<file path="src/rtl/serial_tx_if.sv">
// Byte-sink handshake between a client (master) and the UART transmitter (slave).
// The serial line and the flow-control input travel with the bundle.
interface serial_tx_if;
    logic       tx;
    logic       block;
    logic       busy;
    logic [7:0] data;
    logic       new_data;

    modport master (output block, data, new_data, input tx, busy);
    modport slave  (input block, data, new_data, output tx, busy);
endinterface

</file>
<file path="src/rtl/serial_tx.sv">
// UART transmitter: start bit, 8 data bits LSB first, optional parity, 1 or 2 stop bits.
// A registered block input holds off new frames without cutting one short.
module serial_tx #(
    parameter int unsigned CLK_PER_BIT = 50,
    parameter int unsigned PARITY      = 0,
    parameter int unsigned STOP_BITS   = 1
) (
    input  logic       clk,
    input  logic       rst,
    serial_tx_if.slave bus
);
    typedef enum logic [2:0] {IDLE, START, DATA, PAR, STOP} state_e;

    localparam int unsigned CW = (CLK_PER_BIT > 1) ? $clog2(CLK_PER_BIT) : 1;
    localparam logic [CW-1:0] BAUD_LAST = CW'(CLK_PER_BIT - 1);
    localparam logic [2:0]    STOP_LAST = 3'(STOP_BITS - 1);

    state_e        state_q, state_d;
    logic [CW-1:0] baud_q, baud_d;
    logic [2:0]    bit_q, bit_d;
    logic [7:0]    shift_q, shift_d;
    logic          par_q, par_d;
    logic          block_q;
    logic          busy_q, busy_d;
    logic          tx_q, tx_d;
    logic          bit_done;

    always_ff @(posedge clk or posedge rst) begin
        if (rst) begin
            state_q <= IDLE;
            baud_q  <= '0;
            bit_q   <= '0;
            shift_q <= '0;
            par_q   <= 1'b0;
            block_q <= 1'b0;
            busy_q  <= 1'b0;
            tx_q    <= 1'b1;
        end else begin
            state_q <= state_d;
            baud_q  <= baud_d;
            bit_q   <= bit_d;
            shift_q <= shift_d;
            par_q   <= par_d;
            block_q <= bus.block;
            busy_q  <= busy_d;
            tx_q    <= tx_d;
        end
    end

    always_comb begin
        state_d  = state_q;
        baud_d   = baud_q;
        bit_d    = bit_q;
        shift_d  = shift_q;
        par_d    = par_q;
        bit_done = (baud_q == BAUD_LAST);

        if (state_q != IDLE) begin
            baud_d = bit_done ? '0 : baud_q + CW'(1);
        end

        case (state_q)
            IDLE: begin
                if (bus.new_data && !busy_q) begin
                    state_d = START;
                    baud_d  = '0;
                    bit_d   = '0;
                    shift_d = bus.data;
                    par_d   = (PARITY == 1) ? ~^bus.data : ^bus.data;
                end
            end
            START: begin
                if (bit_done) state_d = DATA;
            end
            DATA: begin
                if (bit_done) begin
                    shift_d = {1'b0, shift_q[7:1]};
                    bit_d   = bit_q + 3'd1;
                    if (bit_q == 3'd7) begin
                        state_d = (PARITY != 0) ? PAR : STOP;
                        bit_d   = '0;
                    end
                end
            end
            PAR: begin
                if (bit_done) state_d = STOP;
            end
            STOP: begin
                if (bit_done) begin
                    if (bit_q == STOP_LAST) begin
                        state_d = IDLE;
                        bit_d   = '0;
                    end else begin
                        bit_d = bit_q + 3'd1;
                    end
                end
            end
            default: state_d = IDLE;
        endcase

        // tx and busy are computed from the next state so both flops change with the state register
        case (state_d)
            IDLE:    tx_d = 1'b1;
            START:   tx_d = 1'b0;
            DATA:    tx_d = shift_d[0];
            PAR:     tx_d = par_d;
            STOP:    tx_d = 1'b1;
            default: tx_d = 1'b1;
        endcase
        busy_d = (state_d != IDLE) || block_q;
    end

    assign bus.tx   = tx_q;
    assign bus.busy = busy_q;
endmodule

</file>
<file path="src/flat_wrapper.sv">
// flat-port wrapper written by rule: the top's interface ports become plain ports
module serial_tx_flat 
#(
    parameter int unsigned CLK_PER_BIT = 50,
    parameter int unsigned PARITY      = 0,
    parameter int unsigned STOP_BITS   = 1
)
  (clk, rst, bus_block, bus_data, bus_new_data, bus_tx, bus_busy);
  serial_tx_if bus_i ();
  input  logic clk;
  input  logic rst;
  input wire logic [$bits(bus_i.block)-1:0] bus_block;
  input wire logic [$bits(bus_i.data)-1:0] bus_data;
  input wire logic [$bits(bus_i.new_data)-1:0] bus_new_data;
  output wire logic [$bits(bus_i.tx)-1:0] bus_tx;
  output wire logic [$bits(bus_i.busy)-1:0] bus_busy;
  assign bus_i.block = bus_block;
  assign bus_i.data = bus_data;
  assign bus_i.new_data = bus_new_data;
  assign bus_tx = bus_i.tx;
  assign bus_busy = bus_i.busy;
  serial_tx #(.CLK_PER_BIT(CLK_PER_BIT), .PARITY(PARITY), .STOP_BITS(STOP_BITS)) u_core (.clk(clk), .rst(rst), .bus(bus_i));
endmodule
</file>
<file path="config.mk">
export PLATFORM = sky130hd
export DESIGN_NAME = serial_tx_flat
export DESIGN_NICKNAME = d
export VERILOG_FILES = /design/src/rtl/serial_tx_if.sv /design/src/rtl/serial_tx.sv /design/src/flat_wrapper.sv
export SDC_FILE = /design/constraint.sdc
export NUM_CORES = 1
export LEC_CHECK = 0
export ABC_AREA = 1
export BUFFER_PORTS_ARGS = -buffer_cell sky130_fd_sc_hd__buf_4
export CORE_UTILIZATION = 62
export CTS_CLUSTER_DIAMETER = 120
export DETAILED_ROUTE_END_ITERATION = 10
export PLACE_DENSITY = 0.93
export SYNTH_ARGS = -nofsm -noshare
export SYNTH_HDL_FRONTEND = slang
export SYNTH_SLANG_ARGS = --single-unit
</file>
<file path="constraint.sdc">
create_clock -name clk -period 2.9 [get_ports clk]
set_clock_uncertainty 0.2 [all_clocks]
set_input_delay 0.435 -clock clk [delete_from_list [all_inputs] [get_ports clk]]
set_output_delay 0.435 -clock clk [all_outputs]
set_load 0.02 [all_outputs]
</file>
==> Word-level counts from Yosys, hierarchy flattened <==
Cells that the tools add are included.
{ "totals": {"reg_bits": 24, "out_inout_bits": 2} }
{ "classes": {"add_sub_neg": 2, "eq_ne": 12, "muxes": 24, "n_reduce_logical": 12} }
{ "op_table": {"columns": ["operator", "n"], "rows": [
  ["2-to-1 mux 3 bit", 12],
  ["2-to-1 mux 6 bit", 4],
  ["2-to-1 mux 8 bit", 2],
  ["case mux 8 bit (2 select lines)", 1],
  ["case mux 3 bit (5 select lines)", 1],
  ["== test 3 x 2 -> 1 bit (second input constant)", 4],
  ["case mux 3 bit (3 select lines)", 1],
  ["nonzero test 3 bit", 3],
  ["parity 8 bit", 1],
  ["adder 6 x 1 -> 6 bit (second input constant)", 1],
  ["== test 3 x 1 -> 1 bit (second input constant)", 2],
  ["== test 3 bit (second input constant)", 2],
  ["== test 6 bit (second input constant)", 1],
  ["zero test 3 bit", 2],
  ["!= test 2 x 1 -> 1 bit (second input constant)", 3],
  ["AND reduction 4 bit", 1],
  ["adder 3 x 1 -> 3 bit (second input constant)", 1],
  ["case mux 1 bit (3 select lines)", 1],
  ["AND reduction 3 bit", 1],
  ["2-to-1 mux 1 bit", 2],
  ["nonzero test 2 bit", 1],
  ["logical AND 1 bit", 1],
  ["zero test 1 bit", 1],
  ["logical OR 1 bit", 1]
]} }

==> Logic depth before layout (Yosys ltp) <==
{ "logic_depth": {"ltp_word": 6, "mapped_depth": 12} }

==> Worst setup path before layout <==
No wires, ideal clock.
{ "synth_timing": {"path_type": "register -> register", "start": "reg u_core.baud_q[1]", "end": "reg u_core.tx_q, in the netlist u_core.bus.tx", "setup_ns": 0.082, "arrival_time_ns": 1.295, "slack_ns": 1.322, "path_stages_with_launch": 12, "path_buffers": 0, "period_less_slack_ns": 1.578, "path_cell_list": "dfrtp_1 -> inv_1 -> ha_1 -> inv_1 -> nor2_1 -> nand2_2 -> nor2_4 -> nor2_4 -> nand2_1 -> nand3_2 -> nand2_1 -> nand3_1"} }
{ "synth_lines": {"columns": ["element", "line", "text"], "rows": [
  ["from (decl)", "serial_tx.sv:19", "logic [CW-1:0] baud_q, baud_d;"],
  ["from (signal assigned)", "serial_tx.sv:40", "baud_q <= baud_d;"],
  ["== test 6 bit", "serial_tx.sv:56", "bit_done = (baud_q == BAUD_LAST);"],
  ["2-to-1 mux 8 bit", "serial_tx.sv:76", "if (bit_done) begin"],
  ["case mux 8 bit (2 select lines)", "serial_tx.sv:62", "case (state_q)"],
  ["via u_core.shift_d[0]", "serial_tx.sv:21", "logic [7:0] shift_q, shift_d;"],
  ["case mux 1 bit (3 select lines)", "serial_tx.sv:102", "case (state_d)"],
  ["via u_core.tx_d", "serial_tx.sv:25", "logic tx_q, tx_d;"],
  ["to (signal assigned)", "serial_tx.sv:46", "tx_q <= tx_d;"],
  ["to (decl)", "serial_tx.sv:25", null]
]} }
The timed path passes the listed nets, and every way through them passes these cells. The select of a mux whose other input is x is not followed.
A chain may end at the register's enable or synchronous reset.

==> Final worst setup path <==
{ "layout_timing": {"start": "reg u_core.baud_q[1]", "end": "reg u_core.busy_q, in the netlist u_core.bus.busy"} }
{ "layout_via": {"elab_chain_len": 5} }
{ "layout_rtl": {"columns": ["element", "line", "text"], "rows": [
  ["== test 6 bit (*)", "serial_tx.sv:56", null],
  ["2-to-1 mux 3 bit, on equally long branches", null, null],
  ["case mux 3 bit (5 select lines) (*)", "serial_tx.sv:62", null],
  ["via u_core.state_d[2]", "serial_tx.sv:18", "state_e state_q, state_d;"],
  ["nonzero test 3 bit (*)", "serial_tx.sv:110", "busy_d = (state_d != IDLE) || block_q;"],
  ["logical OR 1 bit (*)", "serial_tx.sv:110", null],
  ["via u_core.busy_d", "serial_tx.sv:24", "logic busy_q, busy_d;"],
  ["to (signal assigned)", "serial_tx.sv:45", "busy_q <= busy_d;"],
  ["to (decl)", "serial_tx.sv:24", null]
]} }
Mark *: on every way through the listed nets, which the timed path passes. The rest lies on a longest branch.

==> results.yml <==
status:
  outcome: "completed"
timing:
  finalSetupTns_ps: 0
  final_hold_viol_count: 0
  relSlewSlack_pct: 41.49
  fin_crit_ps: 1840
  maxSlewViolCount: 0
  period_share_pct: 63.44
  rsz0062_at_grt: "no"
  max_freq_mhz: 543.5
  tightest_slew_ps: 876.7
  setup_viol: 0
worst_setup_path:
  reg2reg_depth: 9
  timing.rr.start: "u_core.baud_q[1]"
  cp_data_required_time_ps: 2900
  crit_path_max_fanout: 6
  crit_type: "flip-flop to flip-flop"
  crit_path_end_kind: "flip-flop"
  crit_arrival_ps: 1840
  reg2reg_to: "u_core.bus.busy"
  critPathLaunchType: "flip-flop"
  r2r_slack_ps: 1060
clocking:
  clock-sinks: 24
  clk_latency_ps: 310
  clockBufferDepth: 2
  ctsResizeCount: 0
  cts-htree-levels: 1
  clkTransAtPathRegs_ps: 130
  cts_buffers: 3
  root_buffer: "clkbuf_4"
  cts_setup_buffers: 0
  cts_tree: "done"
  cts_hold_buf: 0
die:
  ios: 14
  placementRows: 17
  dieWidth_um: 50.95
  core-area_sq_mm: 0.002233
  die_h_um: 50.95
  initial_core_util_pct: 66.50
  die_area_sq_mm: 0.002595
power:
  p_switching_w: 0.0004979
  p_comb_share_pct: 40.9
  p_per_area_mw_per_mm2: 726.8
  power_leakage_nw: 0.8853
  p_sw_share_pct: 41.67
  seq_power_share_pct: 46.6
  intPower_w: 0.0006970
  peakVddDrop_uv: 588.5
  p_clk_share_pct: 12.5
route:
  routed_wirelength_mm: 3.076
  drt-met1-wl_mm: 1.342
  drt_iter0_drc: 42
  antenna_left: 0
  drtPass1Iterations: 4
  route.met3.wl_um: 147
  vias: 1318
  avgViaCountPerCell: 5.402
  route.met2.wl_mm: 1.522
  top_layer_used: "met4"
  drc: 0
  routedWlPerCell_um: 12.61
global_route:
  grt_pass1_vias: 1269
  grt_max_degree: 25
  grt_pass1_wl_mm: 5.154
  overflow: 0
  antenna_found_initial: 0
  grt_util_all_layers_pct: 27.74
logic_synthesis:
  syn_avg_cell_area_sq_um: 7.463
  yosys_warnings: 0
  syn_nets: 216
  syn_inst: 199
  ys_types: 25
  ys_seq_area_share_pct: 40.52
  synth_area_sq_mm: 0.001485
  ys_ff_latch: 24
place:
  place_hpwl_mm: 2.352
  placed_area_sq_mm: 0.001618
  gp_congestion: 1.096
  place_inst: 240
  portBuffers: 13
job:
  max_cap_violations: 0
worst_hold_path:
  whs_path_depth: 1
  hold_class: "primary input to flip-flop"
  whs_endpoint: "u_core.block_q"
  hold_start: "bus_block"
cells_and_area:
  layout_commonest_cell: "nand2_1"
  area.growth.synth_to_final_pct: 10.70
  final_cell_mix: "nand2_1 (65), inv_1 (33), dfrtp_1 (23)"
  drive_gt1_share_pct: 14.81
  diodes: 0
  fin_cells: 244
  nFillCells: 156
  final_nets: 234
  fin_area_sq_mm: 0.001644
## worst max path at each step
stage                           startpoint         endpoint  slack, ps  cells past startpoint
after floorplan           u_core.baud_q[1]    u_core.bus.tx       1320                     11
after global placement    u_core.baud_q[1]  u_core.bus.busy       1240                      9
after detailed placement  u_core.baud_q[1]  u_core.bus.busy       1100                      9
after CTS                 u_core.baud_q[1]  u_core.bus.busy       1050                      9
after global routing      u_core.baud_q[1]    u_core.bus.tx        940                     11
final                     u_core.baud_q[1]  u_core.bus.busy       1060                      9
## per-layer routing
metal | up-vias | global-route usage [%]
met4 | 0 | 16.20
met3 | 7 | 3.869
met2 | 47 | 49.78
met1 | 600 | 30.92
li1 | 664 | -
met5 | - | 0
## final cells by class
cell class                 count  area (sq um)  area share, %
clock buffer                   4         26.28          1.598
inverter                      36         137.6          8.371
multi-input combinational    139         745.7          45.36
sequential                    24         601.8          36.61
tap                           28         35.03          2.131
timing repair buffer          13         97.59          5.936
## cell usage after synthesis
| master | n | area, sq um |
|---|---|---|
| inv_1 | 33 | 123.9 |
| nor2_1 | 14 | 52.55 |
| o21ai_0 | 11 | 55.05 |
| a21oi_1 | 5 | 25.02 |
| dfstp_2 | 1 | 26.28 |
| inv_2 | 2 | 7.510 |
| nand2_2 | 2 | 12.51 |
| nand3_1 | 10 | 50.05 |
| nand4_1 | 2 | 12.51 |
| nor2_4 | 6 | 67.56 |
| nand2_4 | 2 | 22.52 |
| o221ai_1 | 3 | 26.28 |
| dfrtp_1 | 23 | 575.6 |
| a22oi_1 | 3 | 22.52 |
| xnor2_1 | 2 | 17.52 |
| o22ai_1 | 2 | 12.51 |
| o21ai_1 | 1 | 5.000 |
| inv_4 | 1 | 6.260 |
| nor4_1 | 1 | 6.260 |
| nand3_2 | 1 | 10.01 |
| nor3_4 | 1 | 16.27 |
| nand2_1 | 65 | 244.0 |
| ha_1 | 5 | 62.56 |
| o211ai_1 | 1 | 7.510 |
| xor2_1 | 2 | 17.52 |
## power groups by stage
stage / logic [W] / clock network [W] / registers (W)
2_1_floorplan: 0.000354 / 0 / 0.000553
3_3_place_gp: 0.000447 / 0 / 0.000557
3_5_place_dp: 0.000483 / 0 / 0.000560
4_1_cts: 0.000486 / 0.000154 / 0.000556
5_1_grt: 0.000546 / 0.000165 / 0.000571
6_report: 0.000488 / 0.000149 / 0.000557
## sequential cells by signal, indices dropped and copies added (netlist names)
signal and cells:
u_core.shift_q 8, u_core.bus.tx 1, u_core.bit_q 3, u_core.baud_q 6, u_core.block_q 1, u_core.state_q 3, u_core.par_q 1, u_core.bus.busy 1
## per-stage QoR
step / power [W] / setup WS [ps] / utilization [%] / hold slack (ps)
floorplan: 0.0009079 / 1322 / - / 210.1
global placement: 0.001004 / 1243 / 72.44 / 229.1
detailed placement: 0.001043 / 1097 / 72.44 / 255.4
global route: 0.001282 / 941.5 / 73.61 / 11.77
CTS: 0.001196 / 1050 / 73.61 / 15.61
finish: 0.001195 / 1060 / 73.61 / 22.60
## cell families after synthesis
logic type / Yosys count / share of synthesized area [%]
simple gates: 104 / 33.28
compound gates: 26 / 10.36
flops: 24 / 40.52
buf+inv: 36 / 9.268
xor+xnor: 4 / 2.359
fa+ha+maj: 5 / 4.212
## worst max-delay path: stages, from the launching register on
cell and delay [ps]:
dfrtp_1 420, inv_1 90, ha_1 150, inv_1 40
nor2_1 110, nand2_2 140, o211ai_1 200, nand3_1 140
nor2_1 150, nand2_1 80
(Power assumes the default switching activity.)
